`config.mk`:
```
export PLATFORM = sky130hd
export DESIGN_NAME = pea_controller_flat
export DESIGN_NICKNAME = d
export VERILOG_FILES = /design/src/rtl/pea_if.sv /design/src/rtl/pea_controller.sv /design/src/flat_wrapper.sv
export SDC_FILE = /design/constraint.sdc
export NUM_CORES = 2
export LEC_CHECK = 0
export BUFFER_PORTS_ARGS = -buffer_cell sky130_fd_sc_hd__buf_2
export CAP_MARGIN = 15
export CORE_ASPECT_RATIO = 1.75
export CORE_UTILIZATION = 42
export DETAILED_ROUTE_END_ITERATION = 12
export HOLD_SLACK_MARGIN = 0.12
export SLEW_MARGIN = 20
export SYNTH_ARGS = -nofsm -noshare
export SYNTH_HDL_FRONTEND = slang
export SYNTH_SLANG_ARGS = --single-unit
```
`constraint.sdc`:
```
create_clock -name clk -period 6.5 [get_ports clk]
set_input_delay 0.65 -clock clk [delete_from_list [all_inputs] [get_ports clk]]
set_output_delay 0.65 -clock clk [all_outputs]
set_load 0.05 [all_outputs]
```
`src/rtl/pea_if.sv`:
```
// pea_if: FIFO-side handshake/bus bundle between pea_controller and its command/data/result/status FIFOs
interface pea_if #(
  parameter int word_size   = 16,
  parameter int buffer_size = 1024
);
  localparam int AW = $clog2(buffer_size);
  logic [AW-1:0]        command_pop;
  logic [AW-1:0]        data_pop;
  logic [AW-1:0]        result_free_space;
  logic [AW-1:0]        status_free_space;
  logic [word_size-1:0] command_in;
  logic [word_size-1:0] data_in;
  logic [word_size-1:0] result_out;
  logic [word_size-1:0] status_out;
  logic                 command_rd_en;
  logic                 data_rd_en;
  logic                 result_wr_en;
  logic                 status_wr_en;
  logic                 busy;
  modport slave (
    input  command_pop, data_pop, result_free_space, status_free_space, command_in, data_in,
    output command_rd_en, data_rd_en, result_out, status_out, result_wr_en, status_wr_en, busy
  );
  modport master (
    output command_pop, data_pop, result_free_space, status_free_space, command_in, data_in,
    input  command_rd_en, data_rd_en, result_out, status_out, result_wr_en, status_wr_en, busy
  );
endinterface

```
`src/rtl/pea_controller.sv`:
```
// pea_controller: polynomial evaluation controller (STP/EVP/EVB/RST commands over FIFOs, Horner datapath).
// Optional feature: define PEA_OVERFLOW_FLAG_EN to report Horner overflow in status bit1.
module pea_controller #(
  parameter int word_size   = 16,
  parameter int buffer_size = 1024
) (
  input logic  clk,
  input logic  rst,
  pea_if.slave io
);
  localparam int W  = word_size;
  localparam int AW = $clog2(buffer_size);
  localparam logic [1:0] OP_STP = 2'd0;
  localparam logic [1:0] OP_EVP = 2'd1;
  localparam logic [1:0] OP_EVB = 2'd2;
  typedef enum logic [2:0] {IDLE, CMD, WAIT, LOAD, FETCH, HORNER, WRITE, DONE} state_t;
  state_t          state_q;
  logic [1:0]      op_q, id_q;
  logic [4:0]      arg_q, cnt_q;
  logic [3:0]      valid_q, rem_q, k_q, j_q, rd_idx;
  logic [3:0][3:0] deg_q;
  logic [W-1:0]    acc_q, x_q, res_q, sts_q, coef_rd, acc_d;
  logic [W-1:0]    coef_q [4][16];
  logic            cmd_rd_q, dat_rd_q, res_wr_q, sts_wr_q, busy_q, dv_q, go_d;
  logic [AW-1:0]   n1_a, b_a, bs_a;
`ifdef PEA_OVERFLOW_FLAG_EN
  logic [2*W-1:0]  prod_d;
  logic [W:0]      sum_d;
  logic            ovf_q, step_ovf_d;
`endif
  assign io.command_rd_en = cmd_rd_q;
  assign io.data_rd_en    = dat_rd_q;
  assign io.result_wr_en  = res_wr_q;
  assign io.status_wr_en  = sts_wr_q;
  assign io.result_out    = res_q;
  assign io.status_out    = sts_q;
  assign io.busy          = busy_q;
  // WAIT exit condition: enough input words and output room for the whole operation
  always_comb begin
    n1_a = AW'({1'b0, arg_q[3:0]} + 5'd1);
    b_a  = AW'(arg_q);
    bs_a = (arg_q == 5'd0) ? AW'(1) : b_a;
    go_d = (op_q == OP_STP) ? (io.data_pop >= n1_a && io.status_free_space != '0) :
           (op_q == OP_EVP) ? (io.data_pop != '0 && io.result_free_space != '0 && io.status_free_space != '0) :
           (op_q == OP_EVB) ? (io.data_pop >= b_a && io.result_free_space >= b_a && io.status_free_space >= bs_a) :
           1'b1;
  end
  // coefficient read port: top coefficient when starting, c[j-1] while stepping Horner
  always_comb begin
    rd_idx  = (state_q == HORNER) ? j_q - 4'd1 : deg_q[id_q];
    coef_rd = coef_q[id_q][rd_idx];
  end
`ifdef PEA_OVERFLOW_FLAG_EN
  // Horner step at double width so the product and sum carry-outs can be seen
  always_comb begin
    prod_d     = {{W{1'b0}}, acc_q} * {{W{1'b0}}, x_q};
    sum_d      = {1'b0, prod_d[W-1:0]} + {1'b0, coef_rd};
    acc_d      = sum_d[W-1:0];
    step_ovf_d = (|prod_d[2*W-1:W]) | sum_d[W];
  end
`else
  // Horner step truncated to the token width
  always_comb acc_d = acc_q * x_q + coef_rd;
`endif
  // coefficient storage written as STP data words arrive, highest degree first
  always_ff @(posedge clk) begin
    if (state_q == LOAD && dv_q) coef_q[id_q][k_q] <= io.data_in;
  end
  // control FSM with registered strobes, outputs and busy
  always_ff @(posedge clk or negedge rst) begin
    if (!rst) begin
      state_q  <= IDLE;
      op_q     <= '0;
      id_q     <= '0;
      arg_q    <= '0;
      cnt_q    <= '0;
      valid_q  <= '0;
      rem_q    <= '0;
      k_q      <= '0;
      j_q      <= '0;
      deg_q    <= '0;
      acc_q    <= '0;
      x_q      <= '0;
      res_q    <= '0;
      sts_q    <= '0;
      cmd_rd_q <= 1'b0;
      dat_rd_q <= 1'b0;
      res_wr_q <= 1'b0;
      sts_wr_q <= 1'b0;
      busy_q   <= 1'b0;
      dv_q     <= 1'b0;
`ifdef PEA_OVERFLOW_FLAG_EN
      ovf_q    <= 1'b0;
`endif
    end else begin
      cmd_rd_q <= 1'b0;
      dat_rd_q <= 1'b0;
      res_wr_q <= 1'b0;
      sts_wr_q <= 1'b0;
      dv_q     <= dat_rd_q;
      case (state_q)
        IDLE: if (io.command_pop != '0) begin
          cmd_rd_q <= 1'b1;
          busy_q   <= 1'b1;
          state_q  <= CMD;
        end
        CMD: if (!cmd_rd_q) begin
          op_q    <= io.command_in[1:0];
          id_q    <= io.command_in[3:2];
          arg_q   <= io.command_in[8:4];
          state_q <= WAIT;
        end
        WAIT: if (go_d) begin
          if (op_q == OP_STP) begin
            valid_q[id_q] <= 1'b0;
            dat_rd_q      <= 1'b1;
            rem_q         <= arg_q[3:0];
            k_q           <= arg_q[3:0];
            state_q       <= LOAD;
          end else if (op_q == OP_EVP || (op_q == OP_EVB && arg_q != 5'd0)) begin
            cnt_q    <= (op_q == OP_EVB) ? arg_q : 5'd1;
            dat_rd_q <= 1'b1;
            state_q  <= FETCH;
          end else begin
            valid_q  <= (op_q == OP_EVB) ? valid_q : 4'd0;
            sts_q    <= (op_q == OP_EVB) ? W'(0) : W'(1);
            sts_wr_q <= 1'b1;
            state_q  <= DONE;
          end
        end
        LOAD: begin
          if (rem_q != 4'd0) begin
            dat_rd_q <= 1'b1;
            rem_q    <= rem_q - 4'd1;
          end
          if (dv_q) begin
            k_q <= k_q - 4'd1;
            if (k_q == 4'd0) begin
              deg_q[id_q]   <= arg_q[3:0];
              valid_q[id_q] <= 1'b1;
              sts_q         <= W'(1);
              sts_wr_q      <= 1'b1;
              state_q       <= DONE;
            end
          end
        end
        FETCH: if (dv_q) begin
          x_q   <= io.data_in;
          acc_q <= coef_rd;
          j_q   <= deg_q[id_q];
`ifdef PEA_OVERFLOW_FLAG_EN
          ovf_q <= 1'b0;
`endif
          if (!valid_q[id_q] || deg_q[id_q] == 4'd0) begin
            res_q    <= valid_q[id_q] ? coef_rd : '0;
            sts_q    <= W'(valid_q[id_q]);
            res_wr_q <= 1'b1;
            sts_wr_q <= 1'b1;
            state_q  <= WRITE;
          end else begin
            state_q <= HORNER;
          end
        end
        HORNER: begin
          acc_q <= acc_d;
          j_q   <= j_q - 4'd1;
`ifdef PEA_OVERFLOW_FLAG_EN
          ovf_q <= ovf_q | step_ovf_d;
`endif
          if (j_q == 4'd1) begin
            res_q    <= acc_d;
`ifdef PEA_OVERFLOW_FLAG_EN
            sts_q    <= W'({ovf_q | step_ovf_d, 1'b1});
`else
            sts_q    <= W'(1);
`endif
            res_wr_q <= 1'b1;
            sts_wr_q <= 1'b1;
            state_q  <= WRITE;
          end
        end
        WRITE: if (cnt_q > 5'd1) begin
          cnt_q    <= cnt_q - 5'd1;
          dat_rd_q <= 1'b1;
          state_q  <= FETCH;
        end else begin
          state_q <= DONE;
        end
        DONE: begin
          busy_q  <= 1'b0;
          state_q <= IDLE;
        end
      endcase
    end
  end
endmodule

```
`src/flat_wrapper.sv`:
```
// flat-port wrapper written by rule: the top's interface ports become plain ports
module pea_controller_flat 
#(
  parameter int word_size   = 16,
  parameter int buffer_size = 1024
)
  (clk, rst, io_command_pop, io_data_pop, io_result_free_space, io_status_free_space, io_command_in, io_data_in, io_command_rd_en, io_data_rd_en, io_result_out, io_status_out, io_result_wr_en, io_status_wr_en, io_busy);
  pea_if #(.word_size(word_size), .buffer_size(buffer_size)) io_i ();
  input logic clk;
  input logic rst;
  input wire logic [$bits(io_i.command_pop)-1:0] io_command_pop;
  input wire logic [$bits(io_i.data_pop)-1:0] io_data_pop;
  input wire logic [$bits(io_i.result_free_space)-1:0] io_result_free_space;
  input wire logic [$bits(io_i.status_free_space)-1:0] io_status_free_space;
  input wire logic [$bits(io_i.command_in)-1:0] io_command_in;
  input wire logic [$bits(io_i.data_in)-1:0] io_data_in;
  output wire logic [$bits(io_i.command_rd_en)-1:0] io_command_rd_en;
  output wire logic [$bits(io_i.data_rd_en)-1:0] io_data_rd_en;
  output wire logic [$bits(io_i.result_out)-1:0] io_result_out;
  output wire logic [$bits(io_i.status_out)-1:0] io_status_out;
  output wire logic [$bits(io_i.result_wr_en)-1:0] io_result_wr_en;
  output wire logic [$bits(io_i.status_wr_en)-1:0] io_status_wr_en;
  output wire logic [$bits(io_i.busy)-1:0] io_busy;
  assign io_i.command_pop = io_command_pop;
  assign io_i.data_pop = io_data_pop;
  assign io_i.result_free_space = io_result_free_space;
  assign io_i.status_free_space = io_status_free_space;
  assign io_i.command_in = io_command_in;
  assign io_i.data_in = io_data_in;
  assign io_command_rd_en = io_i.command_rd_en;
  assign io_data_rd_en = io_i.data_rd_en;
  assign io_result_out = io_i.result_out;
  assign io_status_out = io_i.status_out;
  assign io_result_wr_en = io_i.result_wr_en;
  assign io_status_wr_en = io_i.status_wr_en;
  assign io_busy = io_i.busy;
  pea_controller #(.word_size(word_size), .buffer_size(buffer_size)) u_core (.clk(clk), .rst(rst), .io(io_i));
endmodule
```
==> impl_metrics.ini <==
[run_status]
outcome = complete, no violations

[grt]
grt_max_degree = 68
antenna_found_initial = 1
overflow = 0
grt_pass1_wl_um = 191000
track_usage_pct = 21.7
grt_pass1_vias = 29700

[layout]
final_cell_area_sq_um = 58500
syn2layout_area_growth_pct = 17.3
register_area_sq_um = 33400
layout_commonest_cell = edfxtp_1
multi_input_area_sq_um = 15700
finalNetCount = 3551
layout-drive-gt1-share_pct = 29.2
final_cell_mix = 1024 x edfxtp_1, 286 x buf_4, 262 x mux4_2
nFillCells = 9548
final_cells = 4890

[clock_tree]
clock_tree.buffer_depth = 3
numCtsBuffers = 96
worstSkewPairLatency_ns = 0.73
cts_tree = done
clkSinkCount = 1128
htreeDepth = 3
path_clk_slew_ns = 0.08
cts-root-buf = clkbuf_16

[synthesis]
ys_ff_latch = 1128
yosysWarnings = 0
synth-edff-count = 1024
synth_ff_type = edfxtp_1
synthArstFlopShare_pct = 9.22
yosysSeqAreaShare_pct = 66.9
syn_area_sq_um = 49800
synth_largest_area_cell = edfxtp_1
netlist.area_leader.share_pct = 61.7
ys_top_cells_by_area = edfxtp_1 62%, mux4_2 12%, dfrtp_1 5.2%
ys_types = 74
avgSynthCellArea_sq_um = 17.0
syn_inst = 2926

[timing]
setup_slack_ns = 0.00918
clock.fmax_mhz = 154
hold_viol = 0
skew_ns = 0.0361
finalCritPeriodShare_pct = 99.9
worst_slew_pin_slew_ns = 1.21
fin_crit_ns = 6.49
slew_violations = 0
rsz0062_at_grt = true
setup_viol_count_final = 0
max_slew_margin_pct = 17.4

[drt]
vias = 27400
routed_wl_um = 129000
viasPerCell = 5.61
dr.pass1.iters = 6
drt_iter0_drc = 2049
wl_per_cell_um = 26.4
drc = 0
ant_nets = 0

[floorplanning]
core_sq_um = 117000
rows = 166
dieArea_sq_um = 120000
start_util_pct = 42.5
die_w_um = 262
die_height_um = 458
ios = 111

[setup_path]
timing.critical_path.from = u_core.id_q[0]
rr_worst_depth = 24
end_kind = register
cp_max_fo = 5
arrival_ns = 7.08
timing.rr.start = u_core.id_q[0]
worstReg2RegEnd = u_core.acc_q[15]
cp-start-kind = register
cp.required_ns = 7.09
worstSetupPathType = reg -> reg
regToRegSetupSlack_ns = 0.009

[min_path]
worst_hold_path_type = in -> reg
hold_depth = 3
hp-start = io_command_in[1]
holdPathEnd = u_core.op_q[1]

[placement]
dp.cells = 4679
port-buffer-count = 88
dp_hpwl_um = 84100
post-place-ws_ns = -0.559
placed_cell_area_sq_um = 54100
place_congestion = 0.886

[flow_run]
cap_violations = 0
-- flip-flops by register name, summed over array words and instances (netlist names), 5 cells and up --
register	flops
u_core.cnt_q	5
u_core.deg_q	16
u_core.arg_q	5
u_core.coef_q	1024
u_core.acc_q	16
u_core.io.result_out	16
u_core.x_q	16
-- cell families after synthesis --
| group | synth area share, % |
|---|---|
| AND/OR/NAND/NOR | 4.77 |
| XOR/XNOR | 0.766 |
| buffers and inverters | 3.19 |
| other | 0.00752 |
| flip-flops | 66.9 |
| adder cells (fa/ha/maj) | 5.88 |
| AO/OA/AOI/OAI | 4.62 |
| multiplexers | 13.9 |
-- timing repair --
action | 4_1_cts | 5_1_grt
pin swaps | 30 | 56
resized for setup | 81 | 81
cloned | 3 | 4
setup endpoints to repair | 16 | 13
hold buffers | 1 | 0
endpoints found under the hold margin | 37 | 0
setup buffers | 12 | 20
-- cell type report --
type / instances / area share (%)
Sequential cell: 1128 / 57.1
Multi-Input combinational cell: 1457 / 26.8
Timing Repair Buffer: 428 / 6.18
Clock buffer: 108 / 4.26
Tap cell: 1512 / 3.24
Clock inverter: 68 / 1.22
Inverter: 188 / 1.21
Antenna cell: 1 / 0.00428
-- cells in the mapped netlist, types with 3 or more instances --
cell	number
o21ai_1	12
nand2b_1	8
a31oi_2	10
nand3b_1	3
buf_1	10
a2bb2oi_1	5
or4_1	3
edfxtp_1	1024
a211o_1	17
a21oi_1	75
buf_6	12
xor2_1	11
a221oi_1	3
mux2_2	20
nor4_1	3
nor2_1	104
nor3_1	14
a211oi_1	76
and2_1	58
or3_1	3
buf_4	24
dfrtp_1	104
nor2b_1	50
nand3_1	16
a31oi_1	13
buf_2	43
nand2_1	250
mux2i_1	78
fa_1	94
a21o_1	12
a22oi_1	10
o211ai_1	19
ha_1	84
mux4_2	262
o21a_1	5
and3_1	3
inv_1	187
clkbuf_1	76
xnor2_1	30
o21ai_0	49
o31ai_1	5
-- worst max-delay path, stage by stage, from the launching register on --
cell and delay, ns:
dfrtp_4 0.44, mux4_2 0.58, a21oi_4 0.20, buf_12 0.14
buf_12 0.15, buf_8 0.12, buf_12 0.11, buf_8 0.11
mux2_4 0.30, o211ai_1 0.27, a31oi_4 0.17, fa_1 0.62
inv_2 0.05, fa_1 0.56, fa_1 0.46, fa_2 0.39
xnor2_2 0.15, xnor2_1 0.18, xnor2_1 0.15, xnor2_1 0.15
xnor3_2 0.33, or3_4 0.39, a21oi_2 0.11, nand3b_1 0.15
o21ai_1 0.08
-- how the worst max path moves through the flow --
stage	slack [ns]	end	depth (start not counted)
after floorplan	0.41	u_core.acc_q[15]	26
after global placement	-0.56	u_core.acc_q[15]	29
after detailed placement	-0.56	u_core.acc_q[15]	29
after CTS	0.001	u_core.acc_q[15]	25
after global routing	-0.18	u_core.acc_q[15]	29
final	0.009	u_core.acc_q[15]	24
-- per-layer routing --
layer,up-vias,share of wire (%),GRT usage [%]
li1,11900,-,-
met3,268,4.0,2.40
met5,-,0,0
met1,14400,35,23.5
met4,0,5.4,10.7
met2,852,55,41.6
-- metrics by stage --
stage	utilization [%]	setup TNS [ns]	hold WS [ns]
final	49.8	0	0.165
after CTS	49.3	0	0.123
after global routing	49.8	-0.726	0.165
after floorplan	-	0	0.354
after global placement	46.1	-5.60	0.363
after detailed placement	46.1	-5.41	0.365
Power is left out: the tool's default activity adds up to more than one toggle a clock period on the data nets, which glitch-free logic cannot reach.
